[config.mk]
export PLATFORM = sky130hd
export DESIGN_NAME = fb_write_arbiter
export DESIGN_NICKNAME = d
export VERILOG_FILES = /design/src/rtl/fb_pkg.sv /design/src/rtl/fb_fill_gen.sv /design/src/rtl/fb_write_arbiter.sv
export SDC_FILE = /design/constraint.sdc
export NUM_CORES = 1
export LEC_CHECK = 0
export CAP_MARGIN = 25
export CORE_ASPECT_RATIO = 1.2
export CORE_MARGIN = 8
export CORE_UTILIZATION = 40
export DETAILED_ROUTE_END_ITERATION = 7
export PLACE_DENSITY_LB_ADDON = 0.15
export SYNTH_ARGS = -nofsm -noshare
export SYNTH_HDL_FRONTEND = slang
export SYNTH_HIERARCHICAL = 1
export SYNTH_SLANG_ARGS = --single-unit
[constraint.sdc]
create_clock -name clk -period 2.3 [get_ports clk]
set_clock_uncertainty 0.2 [all_clocks]
set_input_delay 0.345 -clock clk [delete_from_list [all_inputs] [get_ports clk]]
set_output_delay 0.345 -clock clk [all_outputs]
set_load 0.05 [all_outputs]
[src/rtl/fb_pkg.sv]
// Shared frame-buffer constants, logo bitmap and FSM state type for the write arbiter.
// The logo ROM lookup is only compiled in when FB_LOGO_EN is defined.
package fb_pkg;

  localparam int unsigned FB_WIDTH  = 256;
  localparam int unsigned FB_HEIGHT = 240;
  localparam int unsigned FB_ABITS  = 16;
  localparam int unsigned COLOR_W   = 6;
  localparam int unsigned LOGO_W    = 65;
  localparam int unsigned LOGO_H    = 13;

  localparam logic [FB_ABITS-1:0] FB_PIXELS = FB_ABITS'(FB_WIDTH * FB_HEIGHT);
  localparam logic [FB_ABITS-1:0] FILL_LAST = FB_ABITS'(FB_WIDTH * FB_HEIGHT - 1);

  // Row 0 is the top logo row; within a row the MSB is the leftmost pixel.
  localparam logic [LOGO_W-1:0] LOGO_BITMAP [LOGO_H] = '{
    65'h1_FFFF_FFFF_FFFF_FFFF,
    65'h1_0000_0000_0000_0001,
    65'h1_3C7E_3C7E_0C3C_7E01,
    65'h1_6666_6060_1C66_6001,
    65'h1_6666_6060_3C66_6001,
    65'h1_7E7C_3C7C_0C66_7C01,
    65'h1_6666_0666_0C66_6001,
    65'h1_6666_0666_0C66_6001,
    65'h1_667E_3C7E_3F3C_7E01,
    65'h1_0000_0000_0000_0001,
    65'h1_5555_5555_5555_5555,
    65'h1_0000_0000_0000_0001,
    65'h1_FFFF_FFFF_FFFF_FFFF
  };

  typedef enum logic {
    FILL = 1'b0,
    RUN  = 1'b1
  } fsm_state_t;

  // Bitmap lookup relative to the logo's top-left corner; outside the logo reads as 0.
  function automatic logic logo_bit(input logic [6:0] dx, input logic [3:0] dy);
    logic [6:0] col;
    col      = 7'(LOGO_W - 1) - dx;
    logo_bit = 1'b0;
    if (dx < 7'(LOGO_W) && dy < 4'(LOGO_H))
      logo_bit = LOGO_BITMAP[dy][col];
  endfunction

endpackage

[src/rtl/fb_fill_gen.sv]
// Background fill sequencer: row-major address counter plus logo overlay colour.
// FB_LOGO_EN compiles in the logo ROM; otherwise every fill pixel is BG_COLOR.
module fb_fill_gen
  import fb_pkg::*;
#(
  parameter logic [COLOR_W-1:0] BG_COLOR   = 6'd13,
  parameter logic [COLOR_W-1:0] LOGO_COLOR = 6'd4,
  parameter int unsigned        LOGO_X     = 96,
  parameter int unsigned        LOGO_Y     = 212
) (
  input  logic                clk,
  input  logic                reset,
  input  logic                i_en,
  input  logic                i_restart,
  output logic [FB_ABITS-1:0] o_addr,
  output logic [COLOR_W-1:0]  o_data,
  output logic                o_last
);

  localparam logic [8:0] X_LO = 9'(LOGO_X);
  localparam logic [8:0] X_HI = 9'(LOGO_X + LOGO_W);
  localparam logic [8:0] Y_LO = 9'(LOGO_Y);
  localparam logic [8:0] Y_HI = 9'(LOGO_Y + LOGO_H);

  logic [FB_ABITS-1:0] r_cnt;
  logic [7:0]          w_x;
  logic [7:0]          w_y;
  logic                w_in_win;
  logic                w_rom_bit;
  logic                w_logo_hit;

  // Counter wraps to 0 after the last pixel so the next fill starts clean.
  always_ff @(posedge clk or posedge reset) begin
    if (reset) begin
      r_cnt <= '0;
    end else if (i_restart) begin
      r_cnt <= '0;
    end else if (i_en) begin
      r_cnt <= o_last ? '0 : r_cnt + FB_ABITS'(1);
    end
  end

  assign w_x      = r_cnt[7:0];
  assign w_y      = r_cnt[15:8];
  assign w_in_win = ({1'b0, w_x} >= X_LO) && ({1'b0, w_x} < X_HI) &&
                    ({1'b0, w_y} >= Y_LO) && ({1'b0, w_y} < Y_HI);

`ifdef FB_LOGO_EN
  logic [6:0] w_dx;
  logic [3:0] w_dy;

  assign w_dx      = 7'(w_x - X_LO[7:0]);
  assign w_dy      = 4'(w_y - Y_LO[7:0]);
  assign w_rom_bit = logo_bit(w_dx, w_dy);
`else
  assign w_rom_bit = 1'b0;
`endif

  assign w_logo_hit = w_in_win & w_rom_bit;
  assign o_addr     = r_cnt;
  assign o_data     = w_logo_hit ? LOGO_COLOR : BG_COLOR;
  assign o_last     = (r_cnt == FILL_LAST);

endmodule

[src/rtl/fb_write_arbiter.sv]
// Frame-buffer write arbiter: background fill, then PPU pixels with priority over OSD writes.
// Define FB_LOGO_EN to overlay the logo bitmap during the fill.
module fb_write_arbiter
  import fb_pkg::*;
#(
  parameter logic [COLOR_W-1:0] BG_COLOR   = 6'd13,
  parameter logic [COLOR_W-1:0] LOGO_COLOR = 6'd4,
  parameter int unsigned        LOGO_X     = 96,
  parameter int unsigned        LOGO_Y     = 212
) (
  input  logic                clk,
  input  logic                reset,
  input  logic                pix_valid,
  input  logic [7:0]          pix_x,
  input  logic [8:0]          pix_y,
  input  logic [COLOR_W-1:0]  pix_color,
  input  logic                osd_valid,
  output logic                osd_ready,
  input  logic [FB_ABITS-1:0] osd_addr,
  input  logic [COLOR_W-1:0]  osd_color,
  input  logic                clear_req,
  output logic                fb_we,
  output logic [FB_ABITS-1:0] fb_addr,
  output logic [COLOR_W-1:0]  fb_wdata,
  output logic                busy,
  output logic [7:0]          drop_cnt
);

  fsm_state_t          r_state;
  logic                r_fb_we;
  logic [FB_ABITS-1:0] r_fb_addr;
  logic [COLOR_W-1:0]  r_fb_wdata;
  logic                r_busy;
  logic [7:0]          r_drop_cnt;

  logic                w_run;
  logic                w_pix_wr;
  logic                w_osd_acc;
  logic                w_osd_wr;
  logic                w_clear;
  logic [FB_ABITS-1:0] w_fill_addr;
  logic [COLOR_W-1:0]  w_fill_data;
  logic                w_fill_last;

  fb_fill_gen #(
    .BG_COLOR   (BG_COLOR),
    .LOGO_COLOR (LOGO_COLOR),
    .LOGO_X     (LOGO_X),
    .LOGO_Y     (LOGO_Y)
  ) u_fill_gen (
    .clk       (clk),
    .reset     (reset),
    .i_en      (r_state == FILL),
    .i_restart (w_clear),
    .o_addr    (w_fill_addr),
    .o_data    (w_fill_data),
    .o_last    (w_fill_last)
  );

  // PPU always wins; OSD only moves on cycles without a pixel strobe.
  assign w_run     = (r_state == RUN);
  assign w_pix_wr  = w_run && pix_valid && (pix_y < 9'(FB_HEIGHT));
  assign w_osd_acc = w_run && osd_valid && !pix_valid;
  assign w_osd_wr  = w_osd_acc && (osd_addr < FB_PIXELS);
  assign w_clear   = w_run && clear_req;
  assign osd_ready = w_run && !pix_valid;

  // busy stays high through the final visible fill write, then drops.
  always_ff @(posedge clk or posedge reset) begin
    if (reset) begin
      r_state    <= FILL;
      r_fb_we    <= 1'b0;
      r_fb_addr  <= '0;
      r_fb_wdata <= '0;
      r_busy     <= 1'b1;
      r_drop_cnt <= '0;
    end else begin
      case (r_state)
        FILL: begin
          r_fb_we    <= 1'b1;
          r_fb_addr  <= w_fill_addr;
          r_fb_wdata <= w_fill_data;
          r_busy     <= 1'b1;
          if (pix_valid && (r_drop_cnt != 8'hFF))
            r_drop_cnt <= r_drop_cnt + 8'd1;
          if (w_fill_last)
            r_state <= RUN;
        end
        RUN: begin
          r_fb_we <= w_pix_wr || w_osd_wr;
          if (w_pix_wr) begin
            r_fb_addr  <= {pix_y[7:0], pix_x};
            r_fb_wdata <= pix_color;
          end else if (w_osd_wr) begin
            r_fb_addr  <= osd_addr;
            r_fb_wdata <= osd_color;
          end
          r_busy <= w_clear;
          if (w_clear) begin
            r_state    <= FILL;
            r_drop_cnt <= '0;
          end
        end
        default: r_state <= FILL;
      endcase
    end
  end

  assign fb_we    = r_fb_we;
  assign fb_addr  = r_fb_addr;
  assign fb_wdata = r_fb_wdata;
  assign busy     = r_busy;
  assign drop_cnt = r_drop_cnt;

endmodule

Word level (Yosys, flattened, before mapping)
Index checks and enable logic that the tools add are counted.

Flip-flop bits (word level): 49. Bits in latches: 0. RAM bits: 0. ROM bits: 0. Bits of input ports: 50. Output and inout bits: 33. Logic and storage cells: 45. Memories kept: 0.

Add/sub/neg operators: 2. Multipliers: 0. Divide/modulo/power cells: 0. Magnitude comparators: 2. Eq/ne operators: 5. Shifts and indexed selects: 0. Mux-type cells: 17. Bitwise gates (word level): 1. Reductions and logical operators: 11.

Operators with widths (count): $mux 16 (5); $pmux 16 s2 (1); $add 16x1->16 const B (1); $eq 16x16->1 const B (1); $lt 16x16->1 const B (1); $mux 8 (2); $pmux 8 s2 (1); $mux 6 (2); $pmux 6 s2 (1); $lt 9x8->1 const B (1); $add 8x1->8 const B (1); $logic_and 1x1->1 (8); $ne 8x8->1 const B (1); $pmux 1 s2 (3); $ne 3x1->1 const B (1); $mux 1 (2); $ne 2x1->1 const B (1); $ne 2x2->1 const B (1); $reduce_and 2->1 (1); $logic_not 1->1 (1); $logic_or 1x1->1 (1); $not 1->1 (1).

Logic depth before layout (Yosys ltp)
Gate-level depths: netlist (run 1).

Depth in word-level cells: 6. Depth in mapped cells: 8. Mapped depth without buffers: 6.

Cells and area by module
The synthesis (run 1) kept the hierarchy.

By module, submodules not included: fb_write_arbiter (instances 1, cells an instance 212, area each 1916.8 sq um, sequential area each 827.0 sq um); fb_fill_gen (instances 1, cells an instance 95, area each 913.4 sq um, sequential area each 400.4 sq um).

Worst setup path after synthesis (run 1)
OpenSTA, ideal clock, no wires.

Kind: register to register. From: register r_state. To: register u_fill_gen.r_cnt[15] (netlist: u_fill_gen/o_addr[15]). Library setup time: 0.077 ns. Arrival: 1.772 ns. Data required time: 2.023 ns. Path slack: 0.251 ns. Stages on the path, launching flop included: 8. Path buffers: 1. Period minus slack after synthesis: 2.049 ns. Path through: dfrtp_1 > buf_2 > nand2_1 > inv_1 > o211ai_2 > or2_4 > or4_1 > a21oi_1.

Longest elaborated chain between the ends: 2. Elaborated cells on any way between the ends: 3. Classes of those cells: 1 x eq/ne; 1 x mux; 1 x reduce/logical.

RTL lines: from (decl) (RTL line fb_write_arbiter.sv:29) `fsm_state_t r_state;`; from (signal assigned) (RTL line fb_write_arbiter.sv:71) `r_state <= FILL;`; from (signal assigned) (RTL line fb_write_arbiter.sv:87) `r_state <= RUN;`; from (signal assigned) (RTL line fb_write_arbiter.sv:100) `r_state <= FILL;`; $logic_and 1x1->1 (*) (RTL line fb_write_arbiter.sv:65) `assign w_clear = w_run && clear_req;`; named net w_clear (RTL line fb_write_arbiter.sv:40) `logic w_clear;`; $ne 2x1->1 (no source line) / $mux 16 (equally long branches); to (signal assigned) (RTL line fb_fill_gen.sv:39) `r_cnt <= o_last ? '0 : r_cnt + FB_ABITS'(1);`; to (decl) (RTL line fb_fill_gen.sv:25) `logic [FB_ABITS-1:0] r_cnt;`.

Mark *: on every way through the listed nets, which the timed path passes. The rest lies on a longest branch. A chain may end at the register's enable or synchronous reset.

Worst setup path in the final report (run 1)
From: register r_busy (netlist: busy). To: output busy.

RTL lines: from (decl) (RTL line fb_write_arbiter.sv:33) `logic r_busy;`; from (signal assigned) (RTL line fb_write_arbiter.sv:98) `r_busy <= w_clear;`; to (decl) (RTL line fb_write_arbiter.sv:25) `output logic busy,`.

No word-level cell between the ends.

==> impl_metrics.tcl, run 1 <==
set metrics [dict create \
    outcome "complete, no violations" \
    antenna_cells 0 \
    p_leak_nw 1.63 \
    intPower_mw 1.84 \
    arrival_ns 1.64 \
    max_stage_delay_ns 0.80 \
    io_buffer_count 82 \
    fin_cells 479 \
    synth-edff-count 0 \
    cts_tree "yes" \
    post-route-min-period_ns 2.18 \
    power.net_switching_mw 1.17 \
    grt_max_degree 37 \
    worst_setup_path_end_kind "output port" \
    yosysTopAreaCellShare_pct 42.4 \
    synth-adder-area-share_pct 0.884 \
    r2r_slack_ns 0.27 \
    ys.flop_type "dfrtp_1" \
    slowest_stage "clkdlybuf4s50_1" \
    synth_top_family_by_area "compound AO/OA/AOI/OAI gates" \
    fillers 632 \
    ys_seq_area_share_pct 43.4 \
    cts_inserted_buffers 5 \
    firstDrtPassIters 4 \
    dpl.cell_count 471 \
    postPlaceCellArea_sq_um 3800 \
    path_cells "clkdlybuf4s50_1" \
    tightest_slew_ns 0.632 \
    postRouteAntennaNets 0 \
    p_per_area_nw_per_um2 767 \
    cp_top_family "buffers and inverters" \
    cts_root_buf "clkbuf_8" \
    synth_area_sq_um 2830 \
    syn_to_final_growth_pct 38.5 \
    finalSetupViolCount 0 \
    r2r-end "u_fill_gen/o_addr[9]" \
    required_ns 1.75 \
    dp_hpwl_mm 6.13 \
    crit_end "busy" \
    wirelength_mm 8.21 \
    synthMuxAreaShare_pct 1.95 \
    finalCritPeriodShare_pct 94.8 \
    die_w_um 92.8 \
    final_cell_mix "81 x clkdlybuf4s50_1, 48 x dfrtp_1, 35 x nor2_1" \
    via_per_inst 5.49 \
    stdcell_area_sq_um 3920 \
    final_common_cell "clkdlybuf4s50_1" \
    timing.rr.start "u_fill_gen/o_addr[0]" \
    rows 33 \
    clk_latency_ns 0.30 \
    path_clk_slew_ns 0.09 \
    vias 2629 \
    crit_fanout 1 \
    cp-startpoint "busy" \
    synthXorXnorAreaFrac_pct 3.71 \
    max_freq_ghz 0.459 \
    drt_iter0_markers 133 \
    post_cts_buffers 0 \
    max_slew_margin_pct 57.8 \
    yosys.area_share.simple_pct 21.6 \
    critical_path_class "register to output port" \
    gr-total-overflow 0 \
    syn_area_per_cell_sq_um 9.22 \
    ios 83 \
    ys_seq_elements 49 \
    p_seq_share_pct 41.2 \
    die_h_um 108 \
    hp-class "input pin to asynchronous set/reset pin" \
    first_global_vias 2680 \
    antenna_found_initial 0 \
    synth-compound-area-share_pct 23.1 \
    pwr-share-clk_pct 21.4 \
    grt_pass1_wl_mm 13.6 \
    die-area_sq_um 10000 \
    avgRoutedWirePerCell_um 17.1 \
    worst-path-buf-inv 1 \
    core-area_sq_um 6850 \
    worstSetupStartpointType "register" \
    cts_sinks 49 \
    reg2regPathDepth 4 \
    initial_core_util_pct 41.3 \
    ys_async_sr_fraction_pct 100 \
    vdd_drop_max_v 0.000560 \
    syn_inst 307 \
    cts_resized 0 \
    slew_viol_final 0 \
    synth_top_area_cell "dfrtp_1" \
    switching_share_pct 38.9 \
    fin_nets 443 \
    drc 0 \
    grtUsageTotal_pct 16.5 \
    timing.max_cap.violations 0 \
    h-tree-depth 2 \
    rsz0062_at_grt "no" \
    crit_cells 1 \
    yosys_warnings 6 \
    hold_violations 0 \
    gp_congestion 0.854 \
    synth.area.top_cells "dfrtp_1 42%, a311oi_1 5.6%, a21o_1 4.8%, nand3_1 4.8%, nor2_1 4.6%" \
    cts_hold_buf 0 \
    cts.path.max_buffers 2 \
    combinationalPowerShare_pct 37.4 \
    tns_ns 0 \
    drive_gt1_share_pct 9.18 \
    ys_types 52 \
]
[worst min-delay path by stage]
stage	from	end	slack [ns]	depth (start not counted)
CTS	fb_addr[6]	fb_addr[6]	0.29	1
finish	reset	u_fill_gen/o_addr[0]	0.27	2
floorplan	reset	u_fill_gen/o_addr[0]	0.06	1
global route	fb_addr[3]	fb_addr[3]	0.30	1
global placement	fb_addr[11]	fb_addr[11]	0.26	1
detailed placement	fb_addr[6]	fb_addr[6]	0.26	1
[registers in the layout, summed over array words and instances, names as in the netlist]
| name | count |
|---|---|
| fb_addr | 16 |
| u_fill_gen/o_addr | 16 |
| drop_cnt | 8 |
| fb_wdata | 6 |
| busy | 1 |
| fb_we | 1 |
| r_state | 1 |
[logic make-up (layout without fill, tap and decap cells)]
| group | Yosys count | in the layout |
|---|---|---|
| AOI/OAI and AO/OA | 91 | 91 |
| xor gates and xnor gates | 12 | 12 |
| adders and majority gates | 2 | 2 |
| buffers and inverters | 31 | 112 |
| DFF | 49 | 49 |
| muxes | 5 | 5 |
| other | 2 | 6 |
| and+or+nand+nor | 115 | 115 |
[final cells by class]
class	instances	area, sq um	area share, %
flip-flops and latches	49	1230	31.3
repair buffers	97	968	24.7
well taps	87	109	2.78
clock buffers	7	86.3	2.20
multi-input cells	231	1470	37.5
inverters	7	26.3	0.670
clock inverters	1	30.0	0.766
[layer usage]
metal	global-route usage (%)	vias to the layer above	wire, um
met4	5.54	0	103
met1	20.5	1288	3610
met5	0	-	0
met3	2.63	8	297
met2	28.5	43	4210
li1	-	1290	-
[through the flow]
step	setup WS [ns]	power, mW	hold WS (ns)	util [%]
after global placement	0.0552	2.36	0.258	55.5
after CTS	0.111	3.03	0.285	57.2
after detailed placement	0.00978	2.38	0.265	55.5
after global routing	0.0747	3.18	0.299	57.2
final	0.120	3.01	0.270	57.2
after floorplan	0.251	1.94	0.0587	-
[cell usage after synthesis, types with 4 or more instances]
cell type / instances
a21oi_1: 11
xnor2_1: 5
inv_1: 6
a21o_1: 18
nand2b_1: 5
o21ai_0: 24
dfrtp_1: 48
a311oi_1: 18
buf_4: 6
nand2_1: 12
o21ai_1: 5
mux2_1: 4
nand3_1: 27
buf_2: 6
nor4_1: 4
xor2_1: 7
o2bb2ai_1: 4
nor2_1: 35
nand4_1: 8
clkbuf_1: 11
[power by group through the flow]
stage               combinational, mW  sequential, mW  clock, mW
floorplan                       0.360            1.58          0
global placement                 1.12            1.24          0
detailed placement               1.13            1.25          0
CTS                              1.13            1.23      0.662
global route                     1.21            1.27      0.701
finish                           1.12            1.24      0.645
Power figures use the tool's default switching activity.
==> inputs of run 2 (changes only) <==
--- a/config.mk
+++ b/config.mk
@@ -10,6 +10,7 @@
 export CORE_MARGIN = 8
 export CORE_UTILIZATION = 40
 export DETAILED_ROUTE_END_ITERATION = 7
+export MAX_ROUTING_LAYER = met4
 export PLACE_DENSITY_LB_ADDON = 0.15
 export SYNTH_ARGS = -nofsm -noshare
 export SYNTH_HDL_FRONTEND = slang
==> impl_metrics.tcl, run 2 (synthesis results as in run 1) <==
set metrics [dict create \
    outcome "complete, no violations" \
    syn_to_final_growth_pct 38.5 \
    vias 2620 \
    io_buffer_count 82 \
    vdd_drop_max_v 0.000559 \
    timing.max_cap.violations 0 \
    worst_setup_path_end_kind "output port" \
    initial_core_util_pct 41.3 \
    multiInputGateArea_sq_um 1470 \
    rsz0062_at_grt "no" \
    drc 0 \
    grt_pass1_wl_mm 13.6 \
    worst-path-buf-inv 1 \
    arrival_ns 1.64 \
    drive_gt1_share_pct 9.18 \
    p_seq_share_pct 41.2 \
    cts_sinks 49 \
    final_common_cell "clkdlybuf4s50_1" \
    hp-class "input pin to asynchronous set/reset pin" \
    power.net_switching_mw 1.17 \
    rows 33 \
    dp_hpwl_mm 6.13 \
    die_w_um 92.8 \
    via_per_inst 5.47 \
    place_ws_ns 0.00978 \
    h-tree-depth 2 \
    timing.final.ws_setup_ns 0.119 \
    cts_resized 0 \
    antenna_found_initial 0 \
    wirelength_mm 8.19 \
    cts_tree "yes" \
    first_global_vias 2671 \
    avgRoutedWirePerCell_um 17.1 \
    crit_fanout 1 \
    firstDrtPassIters 4 \
    post_cts_buffers 0 \
    gr-total-overflow 0 \
    final_cell_mix "81 x clkdlybuf4s50_1, 48 x dfrtp_1, 35 x nor2_1" \
    tightest_slew_ns 0.623 \
    tns_ns 0 \
    postRouteAntennaNets 0 \
    pwr-share-clk_pct 21.5 \
    drt_iter0_markers 169 \
    max_freq_ghz 0.459 \
    worstSetupStartpointType "register" \
    final-seq-area_sq_um 1230 \
    max_slew_margin_pct 58.4 \
    combinationalPowerShare_pct 37.3 \
    ios 83 \
    switching_share_pct 38.9 \
    cts.path.max_buffers 2 \
    grtUsageTotal_pct 17.1 \
    required_ns 1.75 \
    max_stage_delay_ns 0.80 \
    finalCritPeriodShare_pct 94.8 \
    slew_viol_final 0 \
    die_h_um 108 \
    critical_path_class "register to output port" \
    p_per_area_nw_per_um2 767 \
    die-area_sq_um 10000 \
    intPower_mw 1.84 \
    cts_hold_buf 0 \
    slowest_stage "clkdlybuf4s50_1" \
    grt_max_degree 37 \
    path_cells "clkdlybuf4s50_1" \
    fillers 632 \
    p_leak_nw 1.63 \
    fin_nets 443 \
    antenna_cells 0 \
    post-route-min-period_ns 2.18 \
    cts_inserted_buffers 5 \
    clk_latency_ns 0.30 \
    gp_congestion 0.868 \
    path_clk_slew_ns 0.10 \
    core-area_sq_um 6850 \
    finalSetupViolCount 0 \
    cp_top_family "buffers and inverters" \
    hold_violations 0 \
    cts_root_buf "clkbuf_8" \
]
==> run 2: cell counts in the layout (fill, tap and decap cells not counted) <==
Identical to the previous run, type by type.
==> run 2: final cells by class <==
type / count / area share [%]
multi-input combinational: 231 / 37.5
sequential: 49 / 31.3
inverter: 7 / 0.670
clock buffer: 7 / 2.20
clock inverter: 1 / 0.766
timing repair buffer: 97 / 24.7
tap: 87 / 2.78
==> run 2: power groups by stage <==
stage / Sequential [mW] / Combinational, mW / Clock (mW)
5_1_grt: 1.27 / 1.21 / 0.701
6_report: 1.24 / 1.12 / 0.647
3_5_place_dp: 1.25 / 1.13 / 0
3_3_place_gp: 1.24 / 1.12 / 0
4_1_cts: 1.23 / 1.13 / 0.662
2_1_floorplan: 1.58 / 0.360 / 0
==> run 2: path summary, 6_finish.rpt <==
| kind | depth (start not counted) | end | from | slack [ns] |
|---|---|---|---|---|
| max | 1 | busy | busy | 0.12 |
| min | 2 | u_fill_gen/o_addr[0] | reset | 0.27 |
| max reg2reg | 4 | u_fill_gen/o_addr[9] | u_fill_gen/o_addr[0] | 0.29 |
| min reg2reg | 1 | fb_addr[6] | fb_addr[6] | 0.28 |
| max in group asynchronous | 2 | u_fill_gen/o_addr[3] | reset | 1.22 |
| min in group clk | 1 | fb_addr[6] | fb_addr[6] | 0.28 |
==> run 2: stage by stage <==
step | util [%] | std cells | hold WS [ns] | power (mW) | cell area [sq um]
final | 57.2 | 479 | 0.266 | 3.01 | 3920
after global routing | 57.2 | 479 | 0.299 | 3.18 | 3920
after CTS | 57.2 | 479 | 0.285 | 3.03 | 3920
after detailed placement | 55.5 | 471 | 0.265 | 2.38 | 3800
after global placement | 55.5 | 471 | 0.258 | 2.36 | 3800
after floorplan | - | 311 | 0.0587 | 1.94 | 2850
==> run 2: routing by layer <==
| metal | share of wire [%] | global-route usage (%) |
|---|---|---|
| met3 | 3.8 | 2.49 |
| met4 | 1.3 | 5.54 |
| met1 | 44 | 20.7 |
| met2 | 51 | 28.5 |
| met5 | 0 | - |
==> inputs of run 3 (changes only) <==
--- a/config.mk
+++ b/config.mk
@@ -9,6 +9,7 @@
 export CORE_ASPECT_RATIO = 1.2
 export CORE_MARGIN = 8
 export CORE_UTILIZATION = 40
+export CTS_CLUSTER_DIAMETER = 200
 export DETAILED_ROUTE_END_ITERATION = 7
 export MAX_ROUTING_LAYER = met4
 export PLACE_DENSITY_LB_ADDON = 0.15
==> constraint.sdc (replaced) <==
create_clock -name clk -period 1.8 [get_ports clk]
set_clock_uncertainty 0.2 [all_clocks]
set_input_delay 0.27 -clock clk [delete_from_list [all_inputs] [get_ports clk]]
set_output_delay 0.27 -clock clk [all_outputs]
set_load 0.05 [all_outputs]
==> impl_metrics.tcl, run 3 (synthesis results as in run 1) <==
set metrics [dict create \
    crit_top_cell "buf_6" \
    grt_max_degree 38 \
    drc 0 \
    post-route-min-period_ns 1.79 \
    arrival_ns 1.78 \
    slew_viol_final 0 \
    h-tree-depth 2 \
    gr-total-overflow 0 \
    worst-path-buf-inv 3 \
    tns_ns 0 \
    grt_use_met1_pct 22.3 \
    worst_setup_path_end_kind "register" \
    critical_path_class "register to register" \
    hp-class "input pin to asynchronous set/reset pin" \
    p_leak_nw 2.00 \
    final_cell_mix "78 x buf_4, 41 x dfrtp_1, 39 x clkdlybuf4s50_1" \
    rows 33 \
    final_common_cell "buf_4" \
    hold_violations 0 \
    die-area_sq_um 10000 \
    max_freq_ghz 0.560 \
    path_clk_slew_ns 0.09 \
    finalCritPeriodShare_pct 99.3 \
    avgRoutedWirePerCell_um 18.3 \
    fin_nets 495 \
    vias 2941 \
    crit_fanout 6 \
    slowest_stage "dfrtp_2" \
    postRouteAntennaNets 0 \
    post-route-util_pct 65.7 \
    rsz0062_at_grt "yes" \
    top_usage_layer "met2" \
    grtUsageTotal_pct 19.7 \
    grt_pass1_wl_mm 15.5 \
    syn_to_final_growth_pct 59.1 \
    dp_hpwl_mm 6.57 \
    required_ns 1.79 \
    cp_top_family "flip-flops" \
    worstSetupStartpointType "register" \
    io_buffer_count 82 \
    via_per_inst 5.54 \
    first_global_vias 3118 \
    cts.path.max_buffers 2 \
    timing.max_cap.violations 0 \
    vdd_drop_max_v 0.000483 \
    max_stage_delay_ns 0.48 \
    ios 83 \
    die_w_um 92.8 \
    cts_sinks 49 \
    wirelength_mm 9.72 \
    grtUsageMet3_pct 3.88 \
    firstDrtPassIters 4 \
    core-area_sq_um 6850 \
    path_cells "buf_6 -> nand3b_1 -> buf_4 -> buf_6 -> o21ai_2 -> o2bb2ai_1 -> mux2_1" \
    antenna_cells 0 \
    hold_slack_ns 0.120 \
    drive_gt1_share_pct 33.3 \
    cts_tree "yes" \
    drt_iter0_markers 147 \
    gp_congestion 0.832 \
    cts_inserted_buffers 5 \
    p_per_area_nw_per_um2 880 \
    met2_usage_pct 33.7 \
    initial_core_util_pct 41.3 \
    finalSetupViolCount 0 \
    fillers 580 \
    cts_root_buf "clkbuf_8" \
    clk_latency_ns 0.30 \
    die_h_um 108 \
    outcome "complete, no violations" \
    antenna_found_initial 0 \
]
-- run 3: cell types whose count changed in the layout (fill, tap and decap cells not counted), moves of 3 or more --
cell / change
a21oi_1: -4
buf_12: +9
buf_4: +65
o21ai_0: -10
clkdlybuf4s50_1: -42
dfrtp_2: +7
o21ai_2: +3
o21ai_1: +6
dfrtp_1: -7
dlygate4sd2_1: +9
a21oi_2: +4
buf_6: +8
-- run 3: worst min-delay path, stage by stage --
cell and delay [ns]:
clkdlybuf4s50_1 0.43, inv_1 0.06, buf_4 0.24
-- run 3: power by group --
group / internal (mW) / leakage, nW / switching (mW)
clock: 0.314 / 0.0455 / 0.367
sequential: 1.32 / 0.616 / 0.209
combinational: 0.743 / 1.34 / 1.00
-- run 3: stage by stage --
step	cells	instance area [sq um]	worst slack, ns	total power [mW]
floorplan	311	2890	0.0144	2.51
global placement	509	4160	-0.309	3.23
detailed placement	509	4160	-0.345	3.27
CTS	525	4390	0.00390	3.94
global route	531	4500	-0.0423	4.17
finish	531	4500	0.0135	3.96
-- run 3: per-layer routing --
metal | vias to the layer above | part of all wire [%]
met5 | - | 0
met2 | 89 | 51
li1 | 1396 | -
met3 | 16 | 5.1
met1 | 1440 | 41
met4 | 0 | 2.0
-- run 3: layout make-up --
class	count	area, sq um	area share, %
well taps	87	109	2.42
multi-input cells	231	1590	35.2
clock buffers	8	90.1	2.00
repair buffers	149	1450	32.2
inverters	7	31.3	0.695
flip-flops and latches	49	1240	27.5
-- run 3: final timing paths --
kind / from / endpoint / slack (ns) / depth (start not counted)
worst max-delay path: r_state / fb_addr[15] / 0.01 / 7
worst min-delay path: reset / u_fill_gen/o_addr[10] / 0.12 / 3
worst max register to register: r_state / fb_addr[15] / 0.01 / 7
worst min register to register: fb_addr[5] / fb_addr[5] / 0.28 / 1
max in group asynchronous: reset / busy / 1.01 / 3
min in group clk: fb_addr[5] / fb_addr[5] / 0.28 / 1
-- run 3: repair_timing --
item	in CTS	in global routing
gates cloned	3	2
resized for setup	16	41
hold buffers	0	0
setup endpoints to repair	21	26
pin swaps	3	11
buffers inserted	5	5
